<file path="src/rtl/disp_pkg.sv">
// Shared types and constants for the display scheduler.
//   state_t    : display schedule (drink view, held sensor view, fault view)
//   FAULT_CODE : sensor code that means "sensor fault"
//   AN_OFF     : all digit enables released (active-low)
//   an_decode  : digit index -> active-low one-hot digit enable
package disp_pkg;

  typedef enum logic [1:0] {
    DRINK  = 2'd0,
    SENSOR = 2'd1,
    FAULT  = 2'd2
  } state_t;

  localparam logic [2:0] FAULT_CODE = 3'b111;
  localparam logic [3:0] AN_OFF     = 4'b1111;

  function automatic logic [3:0] an_decode(input logic [1:0] idx);
    logic [3:0] an;
    case (idx)
      2'd0:    an = 4'b1110;
      2'd1:    an = 4'b1101;
      2'd2:    an = 4'b1011;
      2'd3:    an = 4'b0111;
      default: an = AN_OFF;
    endcase
    return an;
  endfunction

endpackage

</file>
<file path="src/rtl/scan_prescaler.sv">
// Digit-scan timing: prescaler, 2-bit digit index and frame pulse.
// Ports:
//   clk, rst_n      : clock, asynchronous active-low reset
//   i_scan_en       : count enable; scanning freezes while low
//   o_digit_idx     : current digit slot
//   o_frame_tick    : registered pulse, high for the cycle digit_idx wraps 3->0
//   o_slot_wrap     : high in the cycle whose closing edge advances digit_idx
//   o_frame_wrap    : high in the cycle whose closing edge wraps the frame
module scan_prescaler #(
  parameter int SCAN_DIV = 50000
) (
  input  logic       clk,
  input  logic       rst_n,
  input  logic       i_scan_en,
  output logic [1:0] o_digit_idx,
  output logic       o_frame_tick,
  output logic       o_slot_wrap,
  output logic       o_frame_wrap
);

  localparam int               CNT_W    = (SCAN_DIV > 2) ? $clog2(SCAN_DIV) : 1;
  localparam logic [CNT_W-1:0] CNT_LAST = CNT_W'(SCAN_DIV - 1);

  logic [CNT_W-1:0] r_cnt;
  logic [1:0]       r_idx;
  logic             r_tick;

  // The wrap strobes are look-ahead flags so the top level can register its
  // outputs on the same edge that digit_idx moves.
  assign o_slot_wrap  = i_scan_en && (r_cnt == CNT_LAST);
  assign o_frame_wrap = o_slot_wrap && (r_idx == 2'd3);
  assign o_digit_idx  = r_idx;
  assign o_frame_tick = r_tick;

  // Prescaler, digit index and frame pulse.
  always_ff @(posedge clk or negedge rst_n) begin
    if (!rst_n) begin
      r_cnt  <= {CNT_W{1'b0}};
      r_idx  <= 2'd0;
      r_tick <= 1'b0;
    end else if (o_slot_wrap) begin
      r_cnt  <= {CNT_W{1'b0}};
      r_idx  <= r_idx + 2'd1;
      r_tick <= o_frame_wrap;
    end else if (i_scan_en) begin
      r_cnt  <= r_cnt + CNT_W'(1);
      r_tick <= 1'b0;
    end else begin
      r_tick <= 1'b0;
    end
  end

endmodule

</file>
<file path="src/rtl/display_scheduler.sv">
// Frame scheduler for the four-digit multiplexed seven-segment display.
// Decides per frame whether the shared segment path shows the drink decode
// or the sensor-status decode, and drives the digit enables.
// Ports:
//   clk, rst_n   : clock, asynchronous active-low reset
//   scan_en      : scan enable; display dark and timing frozen while low
//   drink_sel    : drink code (belongs to the drink decoder, not scheduled on)
//   sensor_st    : asynchronous sensor code, 3'b111 = fault
//   digit_idx    : digit slot for decoder selects
//   digit_an     : active-low one-hot digit enable (registered)
//   show_sensor  : segment mux select, 1 = sensor decode
//   blank        : segment blanking
//   frame_tick   : one-cycle pulse at each frame wrap
// Build option: define DISP_BLINK_EN to blink the display while in FAULT
// (blank toggles every BLINK_FRAMES frames); otherwise blank is tied low.
module display_scheduler
  import disp_pkg::*;
#(
  parameter int SCAN_DIV     = 50000,
  parameter int ALARM_HOLD   = 200,
  parameter int BLINK_FRAMES = 25
) (
  input  logic       clk,
  input  logic       rst_n,
  input  logic       scan_en,
  input  logic [2:0] drink_sel,
  input  logic [2:0] sensor_st,
  output logic [1:0] digit_idx,
  output logic [3:0] digit_an,
  output logic       show_sensor,
  output logic       blank,
  output logic       frame_tick
);

  localparam int              HOLD_W    = $clog2(ALARM_HOLD + 1);
  localparam logic [HOLD_W-1:0] HOLD_LOAD = HOLD_W'(ALARM_HOLD);

  logic [1:0]        w_idx;
  logic [1:0]        w_idx_nxt;
  logic              w_slot_wrap;
  logic              w_frame_wrap;
  logic              w_tick;
  logic              w_chg;
  logic              w_fault;
  logic              w_blank_nxt;
  logic              w_unused;

  logic [2:0]        r_s1;
  logic [2:0]        r_s2;
  logic [2:0]        r_sp;
  state_t            r_state;
  logic [HOLD_W-1:0] r_hold;
  logic              r_show;
  logic [3:0]        r_an;

  // drink_sel is routed to the drink decoder elsewhere; the schedule ignores it.
  assign w_unused = ^drink_sel;

  scan_prescaler #(
    .SCAN_DIV (SCAN_DIV)
  ) u_scan (
    .clk          (clk),
    .rst_n        (rst_n),
    .i_scan_en    (scan_en),
    .o_digit_idx  (w_idx),
    .o_frame_tick (w_tick),
    .o_slot_wrap  (w_slot_wrap),
    .o_frame_wrap (w_frame_wrap)
  );

  assign w_idx_nxt = w_idx + {1'b0, w_slot_wrap};
  assign w_chg     = (r_s2 != r_sp);
  assign w_fault   = (r_s2 == FAULT_CODE);

  // Sensor synchronizer plus previous-value register for change detection.
  always_ff @(posedge clk or negedge rst_n) begin
    if (!rst_n) begin
      r_s1 <= 3'b000;
      r_s2 <= 3'b000;
      r_sp <= 3'b000;
    end else begin
      r_s1 <= sensor_st;
      r_s2 <= r_s1;
      r_sp <= r_s2;
    end
  end

  // Schedule FSM with hold counter; a sensor change outranks the frame
  // countdown so a fresh code always gets a full hold period.
  always_ff @(posedge clk or negedge rst_n) begin
    if (!rst_n) begin
      r_state <= DRINK;
      r_hold  <= {HOLD_W{1'b0}};
      r_show  <= 1'b0;
    end else begin
      case (r_state)
        DRINK: begin
          if (w_fault) begin
            r_state <= FAULT;
            r_show  <= 1'b1;
          end else if (w_chg) begin
            r_state <= SENSOR;
            r_hold  <= HOLD_LOAD;
            r_show  <= 1'b1;
          end else begin
            r_show  <= 1'b0;
          end
        end
        SENSOR: begin
          if (w_fault) begin
            r_state <= FAULT;
            r_show  <= 1'b1;
          end else if (w_chg) begin
            r_hold  <= HOLD_LOAD;
            r_show  <= 1'b1;
          end else if (w_frame_wrap && (r_hold != {HOLD_W{1'b0}})) begin
            if (r_hold == HOLD_W'(1)) begin
              r_state <= DRINK;
              r_hold  <= {HOLD_W{1'b0}};
              r_show  <= 1'b0;
            end else begin
              r_hold  <= r_hold - HOLD_W'(1);
              r_show  <= 1'b1;
            end
          end else begin
            r_show  <= 1'b1;
          end
        end
        FAULT: begin
          if (!w_fault) begin
            r_state <= SENSOR;
            r_hold  <= HOLD_LOAD;
            r_show  <= 1'b1;
          end else begin
            r_show  <= 1'b1;
          end
        end
        default: begin
          r_state <= DRINK;
          r_hold  <= {HOLD_W{1'b0}};
          r_show  <= 1'b0;
        end
      endcase
    end
  end

`ifdef DISP_BLINK_EN
  localparam int                BLINK_W    = $clog2(BLINK_FRAMES + 1);
  localparam logic [BLINK_W-1:0] BLINK_LAST = BLINK_W'(BLINK_FRAMES - 1);

  logic [BLINK_W-1:0] r_blink;
  logic [BLINK_W-1:0] w_blink_nxt;
  logic               r_blank;

  // Blink phase only advances while the fault persists; entering or leaving
  // FAULT restarts it dark-free.
  always_comb begin
    w_blink_nxt = {BLINK_W{1'b0}};
    w_blank_nxt = 1'b0;
    if ((r_state == FAULT) && w_fault) begin
      if (w_frame_wrap) begin
        if (r_blink == BLINK_LAST) begin
          w_blink_nxt = {BLINK_W{1'b0}};
          w_blank_nxt = ~r_blank;
        end else begin
          w_blink_nxt = r_blink + BLINK_W'(1);
          w_blank_nxt = r_blank;
        end
      end else begin
        w_blink_nxt = r_blink;
        w_blank_nxt = r_blank;
      end
    end else begin
      w_blink_nxt = {BLINK_W{1'b0}};
      w_blank_nxt = 1'b0;
    end
  end

  // Blink counter and blank register.
  always_ff @(posedge clk or negedge rst_n) begin
    if (!rst_n) begin
      r_blink <= {BLINK_W{1'b0}};
      r_blank <= 1'b0;
    end else begin
      r_blink <= w_blink_nxt;
      r_blank <= w_blank_nxt;
    end
  end

  assign blank = r_blank;
`else
  logic w_unused_blink;

  assign w_blank_nxt    = 1'b0;
  assign blank          = 1'b0;
  // BLINK_FRAMES only matters for the blinking build.
  assign w_unused_blink = (BLINK_FRAMES > 0);
`endif

  // Digit enables registered from next-cycle index and blank so they move on
  // the same edge as digit_idx.
  always_ff @(posedge clk or negedge rst_n) begin
    if (!rst_n) begin
      r_an <= AN_OFF;
    end else if (scan_en && !w_blank_nxt) begin
      r_an <= an_decode(w_idx_nxt);
    end else begin
      r_an <= AN_OFF;
    end
  end

  assign digit_idx   = w_idx;
  assign digit_an    = r_an;
  assign show_sensor = r_show;
  assign frame_tick  = w_tick;

endmodule

</file>
<file path="config.mk">
export PLATFORM = sky130hd
export DESIGN_NAME = display_scheduler
export DESIGN_NICKNAME = d
export VERILOG_FILES = /design/src/rtl/disp_pkg.sv /design/src/rtl/scan_prescaler.sv /design/src/rtl/display_scheduler.sv
export SDC_FILE = /design/constraint.sdc
export NUM_CORES = 1
export LEC_CHECK = 0
export ABC_CLOCK_PERIOD_IN_PS = 3530
export CORE_MARGIN = 2
export CORE_UTILIZATION = 57
export CTS_BUF_LIST = sky130_fd_sc_hd__clkbuf_16
export DETAILED_ROUTE_END_ITERATION = 8
export GPL_ROUTABILITY_DRIVEN = 0
export PLACE_DENSITY_LB_ADDON = 0.2
export SETUP_SLACK_MARGIN = 0.02
export SYNTH_ARGS = -nofsm -noshare
export SYNTH_HDL_FRONTEND = slang
export SYNTH_HIERARCHICAL = 1
export SYNTH_SLANG_ARGS = --single-unit
</file>
<file path="constraint.sdc">
create_clock -name clk -period 3.53 [get_ports clk]
set_clock_uncertainty 0.1 [all_clocks]
set_input_delay 0.706 -clock clk [delete_from_list [all_inputs] [get_ports clk]]
set_output_delay 0.706 -clock clk [all_outputs]
set_load 0.005 [all_outputs]
</file>
==> flow_metrics.tcl, run 1 <==
set metrics [dict create \
    cts_resized 0 \
    yosys.area_share.simple 0.2192 \
    cts-htree-levels 2 \
    drt-initial-drc-count 171 \
    powerDensity_mw_per_mm2 554.2 \
    startpoint "scan_en" \
    crit_type "in -> reg" \
    rows 22 \
    area_growth_pct 16.91 \
    synth_top_family_by_area "simple AND/OR/NAND/NOR gates" \
    ys.warnings.count 6 \
    start_util 0.5808 \
    path_max_fanout 6 \
    leakagePower_nw 1.051 \
    finalSetupViolCount 0 \
    grt_pass1_vias 1517 \
    io_buffers 13 \
    worstSkewPairLatency_ns 0.28 \
    ys_types 54 \
    grt_pass1_wl_um 7072 \
    grt.total_usage 0.2230 \
    grt_max_degree 44 \
    clkSlewWorstSetupHoldPaths_ns 0.06 \
    rsz0062_at_grt "false" \
    clock-sinks 43 \
    ios 18 \
    drt.antenna.violating_nets 0 \
    hold_viol 0 \
    firstDrtPassIters 4 \
    slew_headroom 0.3419 \
    synth_edf_count 0 \
    cts_root_buf "clkbuf_16" \
    period_minus_slack_ns 2.927 \
    r2r-start "u_scan/r_cnt[0]$_DFFE_PN0P_" \
    dieArea_mm2 0.004176 \
    end_kind "register" \
    min_path_type "reg -> reg" \
    hold_start "r_s1[1]$_DFF_PN0_" \
    setup_tns_ns 0 \
    reg2reg_slack_ns 0.92 \
    fill_cells 277 \
    power_w 0.001357 \
    synthXorXnorAreaFrac 0.06691 \
    numCtsBuffers 5 \
    drive_gt1_frac 0.1366 \
    fin_crit_sh 0.8293 \
    dp_hpwl_um 2781 \
    die_w_um 64.62 \
    holdBufCountCts 0 \
    die_y_um 64.62 \
    insertedDiodeCount 0 \
    synth_compound_area_frac 0.09916 \
    cp_data_arrival_time_ns 2.99 \
    ys_ff_latch 43 \
    post-route-util 0.6790 \
    nNetsFinal 218 \
    ir_drop_v 0.0004078 \
    antenna_found_initial 0 \
    clockBufferDepth 2 \
    viasPerCell 5.949 \
    finalNonFillerCells 253 \
    wl_per_cell_um 16.33 \
    vias 1505 \
    fmax_mhz 341.6 \
    dp.cells 245 \
    cts_tree "built" \
    crit_path_start_kind "input port" \
    coreArea_mm2 0.003606 \
    syn_nets 200 \
    overflow 0 \
    cap_violations 0 \
    cp.required_ns 3.60 \
    yosysSeqAreaShare 0.5161 \
    synth_fa_ha_area_frac 0.02987 \
    netlist_area_mm2 0.002095 \
    cts_setup_buffers 0 \
    status "finished clean" \
    drc_errors 0 \
    finalMaxSlewViolations 0 \
    synth.area.mux_share 0.03226 \
    tightest_slew_ns 0.9781 \
    netlist_instances 186 \
    avgSynthCellArea_um2 11.26 \
    async_flop_share 1.000 \
    wirelength_um 4131 \
    synth_ff_type "dfrtp_1" \
]
==> path summary, 6_finish.rpt <==
path / endpoint / cells after the start
worst min register to register: r_s2[1]$_DFF_PN0_ / 0
min in group asynchronous: r_hold[1]$_DFFE_PN0P_ / 1
worst min-delay path: r_s2[1]$_DFF_PN0_ / 0
worst max-delay path: r_hold[6]$_DFFE_PN0P_ / 7
max in group asynchronous: u_scan/r_cnt[1]$_DFFE_PN0P_ / 1
worst max register to register: r_hold[6]$_DFFE_PN0P_ / 7
==> routing by layer <==
metal / up-vias / global-route usage / share of wire
met1: 736 / 0.2723 / 0.41
met3: 7 / 0.05729 / 0.054
met2: 51 / 0.3815 / 0.51
met4: 0 / 0.08245 / 0.018
met5: - / 0 / 0
li1: 711 / - / -
==> state kept, by name, summed over array words and instances (netlist names) <==
name                 cells
digit_an                 4
r_hold                   8
r_s1                     3
r_state                  2
r_s2                     3
u_scan/o_frame_tick      1
u_scan/o_digit_idx       2
show_sensor              1
u_scan/r_cnt            16
r_sp                     3
==> cell families after synthesis <==
kind of cell,count (synthesis)
AND/OR/NAND/NOR,75
other,1
buffers and inverters,14
XOR/XNOR,16
multiplexers,6
flip-flops,43
AO/OA/AOI/OAI,26
adder cells (fa/ha/maj),5
==> placed cells by master, fill, tap and decap left out, types with 7 or more instances in the layout <==
cell type	netlist	layout
clkdlybuf4s50_1	0	12
dfrtp_1	39	39
inv_1	10	11
nand2_1	14	14
nand3_1	10	10
nor2_1	9	9
xnor2_1	9	9
xor2_1	7	7
==> critical path, stage by stage <==
cell             delay [ns]
clkdlybuf4s50_1        0.52
nand4_1                0.28
nor4_4                 0.38
and2_1                 0.29
o211ai_4               0.13
a21oi_2                0.34
mux2_1                 0.35
==> metrics by stage <==
stage / hold WS (ns) / cell area (um2) / setup WS (ns)
CTS: 0.2486 / 2449 / 0.6246
global route: 0.2579 / 2449 / 0.5241
finish: 0.2476 / 2449 / 0.6026
global placement: 0.2343 / 2260 / 0.3967
floorplan: 0.2312 / 2095 / 0.9478
detailed placement: 0.2355 / 2260 / 0.4024
==> report_power, final <==
group | switching (W) | internal (W)
combinational | 0.0000937 | 0.0000780
clock | 0.000178 | 0.000402
sequential | 0.0000613 | 0.000544
==> area by class of cell <==
| type | instances | area, um2 | share of cell area |
|---|---|---|---|
| clock inverters | 3 | 63.81 | 0.02606 |
| multi-input cells | 129 | 940.9 | 0.3843 |
| inverters | 10 | 37.54 | 0.01533 |
| well taps | 48 | 60.06 | 0.02453 |
| clock buffers | 5 | 125.1 | 0.05110 |
| repair buffers | 15 | 140.1 | 0.05723 |
| flip-flops and latches | 43 | 1081 | 0.4415 |
==> synthesized netlist by cell type (2+ instances only) <==
library cell,instances,share of area
nor2_1,9,0.016
or3_1,4,0.012
o32ai_1,2,0.0084
nand2_1,14,0.025
inv_1,10,0.018
nand2b_1,3,0.0090
xor2_1,7,0.029
nand3_1,10,0.024
mux2i_1,3,0.014
dfstp_2,4,0.050
nor4_4,2,0.020
buf_6,2,0.011
dfrtp_1,39,0.47
or4bb_1,2,0.011
o21ai_0,5,0.012
ha_1,5,0.030
and3_1,2,0.0060
xnor2_1,9,0.038
nor2b_1,2,0.0060
nor3_1,5,0.012
and2_2,2,0.0072
o221ai_1,3,0.013
nor3b_1,2,0.0072
nor4_1,3,0.0090
a21oi_1,4,0.0096
nand4_1,5,0.015
Note: power is estimated with default switching activity, not from simulation.
==> inputs of run 2 (changes only) <==
--- a/config.mk
+++ b/config.mk
@@ -5,7 +5,7 @@
 export SDC_FILE = /design/constraint.sdc
 export NUM_CORES = 1
 export LEC_CHECK = 0
-export ABC_CLOCK_PERIOD_IN_PS = 3530
+export ABC_CLOCK_PERIOD_IN_PS = 3100
 export CORE_MARGIN = 2
 export CORE_UTILIZATION = 57
 export CTS_BUF_LIST = sky130_fd_sc_hd__clkbuf_16
==> constraint.sdc (replaced) <==
create_clock -name clk -period 3.1 [get_ports clk]
set_clock_uncertainty 0.1 [all_clocks]
set_input_delay 0.62 -clock clk [delete_from_list [all_inputs] [get_ports clk]]
set_output_delay 0.62 -clock clk [all_outputs]
set_load 0.005 [all_outputs]
==> flow_metrics.tcl, run 2 (synthesis gave the netlist of run 1 again) <==
set metrics [dict create \
    io_buffers 13 \
    die_w_um 64.62 \
    ios 18 \
    crit_type "in -> reg" \
    place_area_mm2 0.002267 \
    antenna_found_initial 0 \
    die_y_um 64.62 \
    wirelength_um 3997 \
    fmax_mhz 374.6 \
    numCtsBuffers 5 \
    grt_pass1_vias 1517 \
    fill_cells 280 \
    rsz0062_at_grt "false" \
    dp_hpwl_um 2796 \
    status "finished clean" \
    path_max_fanout 4 \
    min_path_type "reg -> reg" \
    grt.total_usage 0.2240 \
    vias 1489 \
    crit_path_start_kind "input port" \
    firstDrtPassIters 4 \
    whs_path_depth 0 \
    powerDensity_mw_per_mm2 625.1 \
    cp_data_arrival_time_ns 2.73 \
    wl_per_cell_um 15.74 \
    ir_drop_v 0.0002899 \
    slew_headroom 0.3749 \
    cts_root_buf "clkbuf_16" \
    drt.antenna.violating_nets 0 \
    holdBufCountCts 0 \
    reg2reg_depth 6 \
    area_growth_pct 17.26 \
    coreArea_mm2 0.003606 \
    r2r-start "u_scan/r_cnt[7]$_DFFE_PN0P_" \
    insertedDiodeCount 0 \
    reg2reg_slack_ns 0.67 \
    cts_tree "built" \
    r2r_end "r_hold[6]$_DFFE_PN0P_" \
    cts_resized 0 \
    cts-htree-levels 2 \
    hold_start "r_s1[0]$_DFF_PN0_" \
    hold_viol 0 \
    overflow 0 \
    dieArea_mm2 0.004176 \
    end_kind "register" \
    cts_setup_buffers 0 \
    final_common_cell "dfrtp_1" \
    period_minus_slack_ns 2.670 \
    finalMaxSlewViolations 0 \
    finalInstanceArea_mm2 0.002456 \
    drt-initial-drc-count 101 \
    cap_violations 0 \
    tightest_slew_ns 0.9291 \
    nNetsFinal 219 \
    layout_common_cells "39 x dfrtp_1, 14 x nand2_1, 12 x clkdlybuf4s50_1, 11 x inv_1, 10 x nand3_1" \
    worstSkewPairLatency_ns 0.28 \
    viasPerCell 5.862 \
    clockBufferDepth 2 \
    whs_endpoint "r_s2[0]$_DFF_PN0_" \
    drc_errors 0 \
    largest_reg_flops 16 \
    drive_gt1_frac 0.1408 \
    clkSlewWorstSetupHoldPaths_ns 0.06 \
    finalSetupViolCount 0 \
    cp.required_ns 3.16 \
    grt_max_degree 44 \
    setup_tns_ns 0 \
    rows 22 \
    clock-sinks 43 \
    fin_crit_sh 0.8612 \
    leakagePower_nw 1.055 \
    start_util 0.5808 \
    grt_pass1_wl_um 7127 \
    regMostFlops "u_scan/r_cnt" \
]
==> run 2: changes by cell type in the layout (fill, tap and decap cells not counted), sizes merged <==
cell / change
buf: +1
==> run 2: area by class of cell <==
type	instances	area, um2	area share
Clock buffer	5	125.1	0.05094
Sequential cell	43	1081	0.4401
Multi-Input combinational cell	129	940.9	0.3831
Inverter	10	37.54	0.01528
Clock inverter	3	63.81	0.02598
Tap cell	48	60.06	0.02445
Timing Repair Buffer	16	147.6	0.06011
==> run 2: worst max-delay path, stage by stage <==
cell and delay [ns]:
clkdlybuf4s50_1 0.50, nand4_1 0.27, nor4_4 0.38, and2_1 0.29
o211ai_4 0.13, a21oi_2 0.21, mux2_1 0.34
==> run 2: report_power, final <==
part	internal, W	total [W]	switching, W
Sequential	0.000619	0.000688	0.0000685
Combinational	0.0000900	0.000192	0.000102
Clock	0.000458	0.000656	0.000198
==> run 2: worst max path at each step <==
stage | from | end | slack (ns) | cells after the start
final | scan_en | r_hold[6]$_DFFE_PN0P_ | 0.43 | 7
after global routing | scan_en | r_hold[6]$_DFFE_PN0P_ | 0.36 | 7
after CTS | scan_en | r_hold[6]$_DFFE_PN0P_ | 0.44 | 7
after detailed placement | scan_en | r_hold[6]$_DFFE_PN0P_ | 0.17 | 7
after global placement | scan_en | r_hold[6]$_DFFE_PN0P_ | 0.20 | 7
after floorplan | u_scan/r_cnt[7]$_DFFE_PN0P_ | r_hold[6]$_DFFE_PN0P_ | 0.55 | 7
==> run 2: through the flow <==
step	hold slack [ns]	instances	power (W)	setup slack, ns	utilization
after CTS	0.2522	254	0.001548	0.4352	0.6811
after floorplan	0.2244	186	0.0008197	0.5494	-
after global placement	0.2344	246	0.0008689	0.2044	0.6287
final	0.2509	254	0.001535	0.4302	0.6811
after detailed placement	0.2389	246	0.0008857	0.1682	0.6287
after global routing	0.2621	254	0.001617	0.3622	0.6811
==> run 2: metal layers <==
| layer | share of wire | global-route usage | vias up |
|---|---|---|---|
| met5 | 0 | 0 | - |
| met1 | 0.43 | 0.2917 | 733 |
| met2 | 0.51 | 0.3698 | 39 |
| li1 | - | - | 709 |
| met4 | 0.013 | 0.06915 | 0 |
| met3 | 0.053 | 0.05729 | 8 |
==> inputs of run 3 (changes only) <==
--- a/config.mk
+++ b/config.mk
@@ -6,7 +6,7 @@
 export NUM_CORES = 1
 export LEC_CHECK = 0
 export ABC_CLOCK_PERIOD_IN_PS = 3100
-export CORE_MARGIN = 2
+export CORE_MARGIN = 1
 export CORE_UTILIZATION = 57
 export CTS_BUF_LIST = sky130_fd_sc_hd__clkbuf_16
 export DETAILED_ROUTE_END_ITERATION = 8
==> flow_metrics.tcl, run 3 (synthesis gave the netlist of run 1 again) <==
set metrics [dict create \
    wl_per_cell_um 15.65 \
    tightest_slew_ns 0.9748 \
    nNetsFinal 220 \
    setup_tns_ns 0 \
    finalMaxSlewViolations 0 \
    cp_slowest_stage_delay_ns 0.51 \
    finalSetupViolCount 0 \
    cap_violations 0 \
    powerDensity_mw_per_mm2 601.1 \
    die_y_um 62.62 \
    start_util 0.6132 \
    dieArea_mm2 0.003921 \
    grt_pass1_wl_um 6858 \
    cp_data_arrival_time_ns 2.66 \
    min_path_type "reg -> reg" \
    rows 21 \
    io_buffers 13 \
    grt_max_degree 44 \
    grt_pass1_vias 1539 \
    place_ws_ns 0.2445 \
    whs_endpoint "r_s2[0]$_DFF_PN0_" \
    dp.cells 245 \
    seq_area_mm2 0.001081 \
    power_w 0.001467 \
    finalNonFillerCells 253 \
    numCtsBuffers 5 \
    clock-sinks 43 \
    cp.required_ns 3.17 \
    startpoint "scan_en" \
    r2r_end "r_hold[6]$_DFFE_PN0P_" \
    wirelength_um 3960 \
    clkSlewWorstSetupHoldPaths_ns 0.06 \
    hold_start "r_s1[0]$_DFF_PN0_" \
    critPathBufInv 1 \
    end_kind "register" \
    rsz0062_at_grt "false" \
    status "finished clean" \
    critPathTopFamily "simple AND/OR/NAND/NOR gates" \
    hold_viol 0 \
    firstDrtPassIters 4 \
    crit_type "in -> reg" \
    ios 18 \
    whs_ns 0.2503 \
    coreArea_mm2 0.003416 \
    final_common_cell "dfrtp_1" \
    drt-initial-drc-count 99 \
    r2r-start "u_scan/r_cnt[7]$_DFFE_PN0P_" \
    worstSkewPairLatency_ns 0.28 \
    die_w_um 62.62 \
    clockBufferDepth 2 \
    reg2reg_slack_ns 0.72 \
    cts_tree "built" \
    leakagePower_nw 1.047 \
    drive_gt1_frac 0.1449 \
    cts_resized 0 \
    ir_drop_v 0.0003706 \
    fill_cells 241 \
    crit_path_start_kind "input port" \
    overflow 0 \
    drc_errors 0 \
    cts_root_buf "clkbuf_16" \
    reg2reg_depth 6 \
    regMostFlops "u_scan/r_cnt" \
    multiInputGateArea_um2 940.9 \
    dp_hpwl_um 2777 \
    slew_headroom 0.3441 \
    insertedDiodeCount 0 \
    fmax_mhz 385.8 \
    viasPerCell 5.929 \
    largest_reg_flops 16 \
    period_minus_slack_ns 2.592 \
    cts-htree-levels 2 \
    path_max_fanout 4 \
    fin_crit_sh 0.8361 \
    cp_slowest_cell "clkdlybuf4s50_1" \
    antenna_found_initial 0 \
    setup_ws_ns 0.5082 \
    vias 1500 \
    whs_path_depth 0 \
    grt.total_usage 0.2289 \
    crit_chain "clkdlybuf4s50_1 -> nand4_1 -> nor4_4 -> and2_1 -> o211ai_4 -> a21oi_2 -> mux2_1" \
    layout_common_cells "39 x dfrtp_1, 14 x nand2_1, 12 x clkdlybuf4s50_1, 10 x inv_1, 10 x nand3_1" \
    holdBufCountCts 0 \
    drt.antenna.violating_nets 0 \
    cts_setup_buffers 0 \
    area_growth_pct 16.49 \
]
run 3: power by group:
group	internal [W]	switching (W)
Sequential	0.000619	0.0000695
Clock	0.000380	0.000210
Combinational	0.0000893	0.0000992
run 3: worst register-to-register path: cells and delay by family, from the launching register on:
| kind | cells | cell delay (ns) |
|---|---|---|
| and+or+nand+nor | 3 | 1.11 |
| AOI/OAI and AO/OA | 2 | 0.30 |
| DFF | 1 | 0.41 |
| muxes | 1 | 0.33 |
run 3: worst max-delay path by stage:
stage	end	slack, ns	cells after the start
finish	r_hold[6]$_DFFE_PN0P_	0.51	7
global route	show_sensor$_DFF_PN0_	0.42	8
CTS	r_hold[6]$_DFFE_PN0P_	0.53	7
detailed placement	r_hold[6]$_DFFE_PN0P_	0.24	7
global placement	r_hold[6]$_DFFE_PN0P_	0.26	7
floorplan	r_hold[6]$_DFFE_PN0P_	0.55	7
run 3: metal layers:
| layer | routed length (um) | vias to the layer above | share of wire | global-route usage |
|---|---|---|---|---|
| li1 | - | 710 | - | - |
| met5 | 0 | - | 0 | 0 |
| met1 | 1634 | 727 | 0.41 | 0.2721 |
| met4 | 139 | 0 | 0.035 | 0.1308 |
| met2 | 2030 | 48 | 0.51 | 0.3804 |
| met3 | 156 | 15 | 0.039 | 0.05292 |
run 3: layout make-up:
class / instances / area share
Tap cell: 46 / 0.02359
Inverter: 10 / 0.01538
Clock inverter: 3 / 0.01744
Sequential cell: 43 / 0.4431
Multi-Input combinational cell: 129 / 0.3856
Clock buffer: 5 / 0.05128
Timing Repair Buffer: 17 / 0.06359
run 3: per-stage QoR:
step / cell area, um2 / util
floorplan: 2095 / -
global placement: 2272 / 0.6652
detailed placement: 2272 / 0.6652
CTS: 2440 / 0.7143
global route: 2440 / 0.7143
finish: 2440 / 0.7143
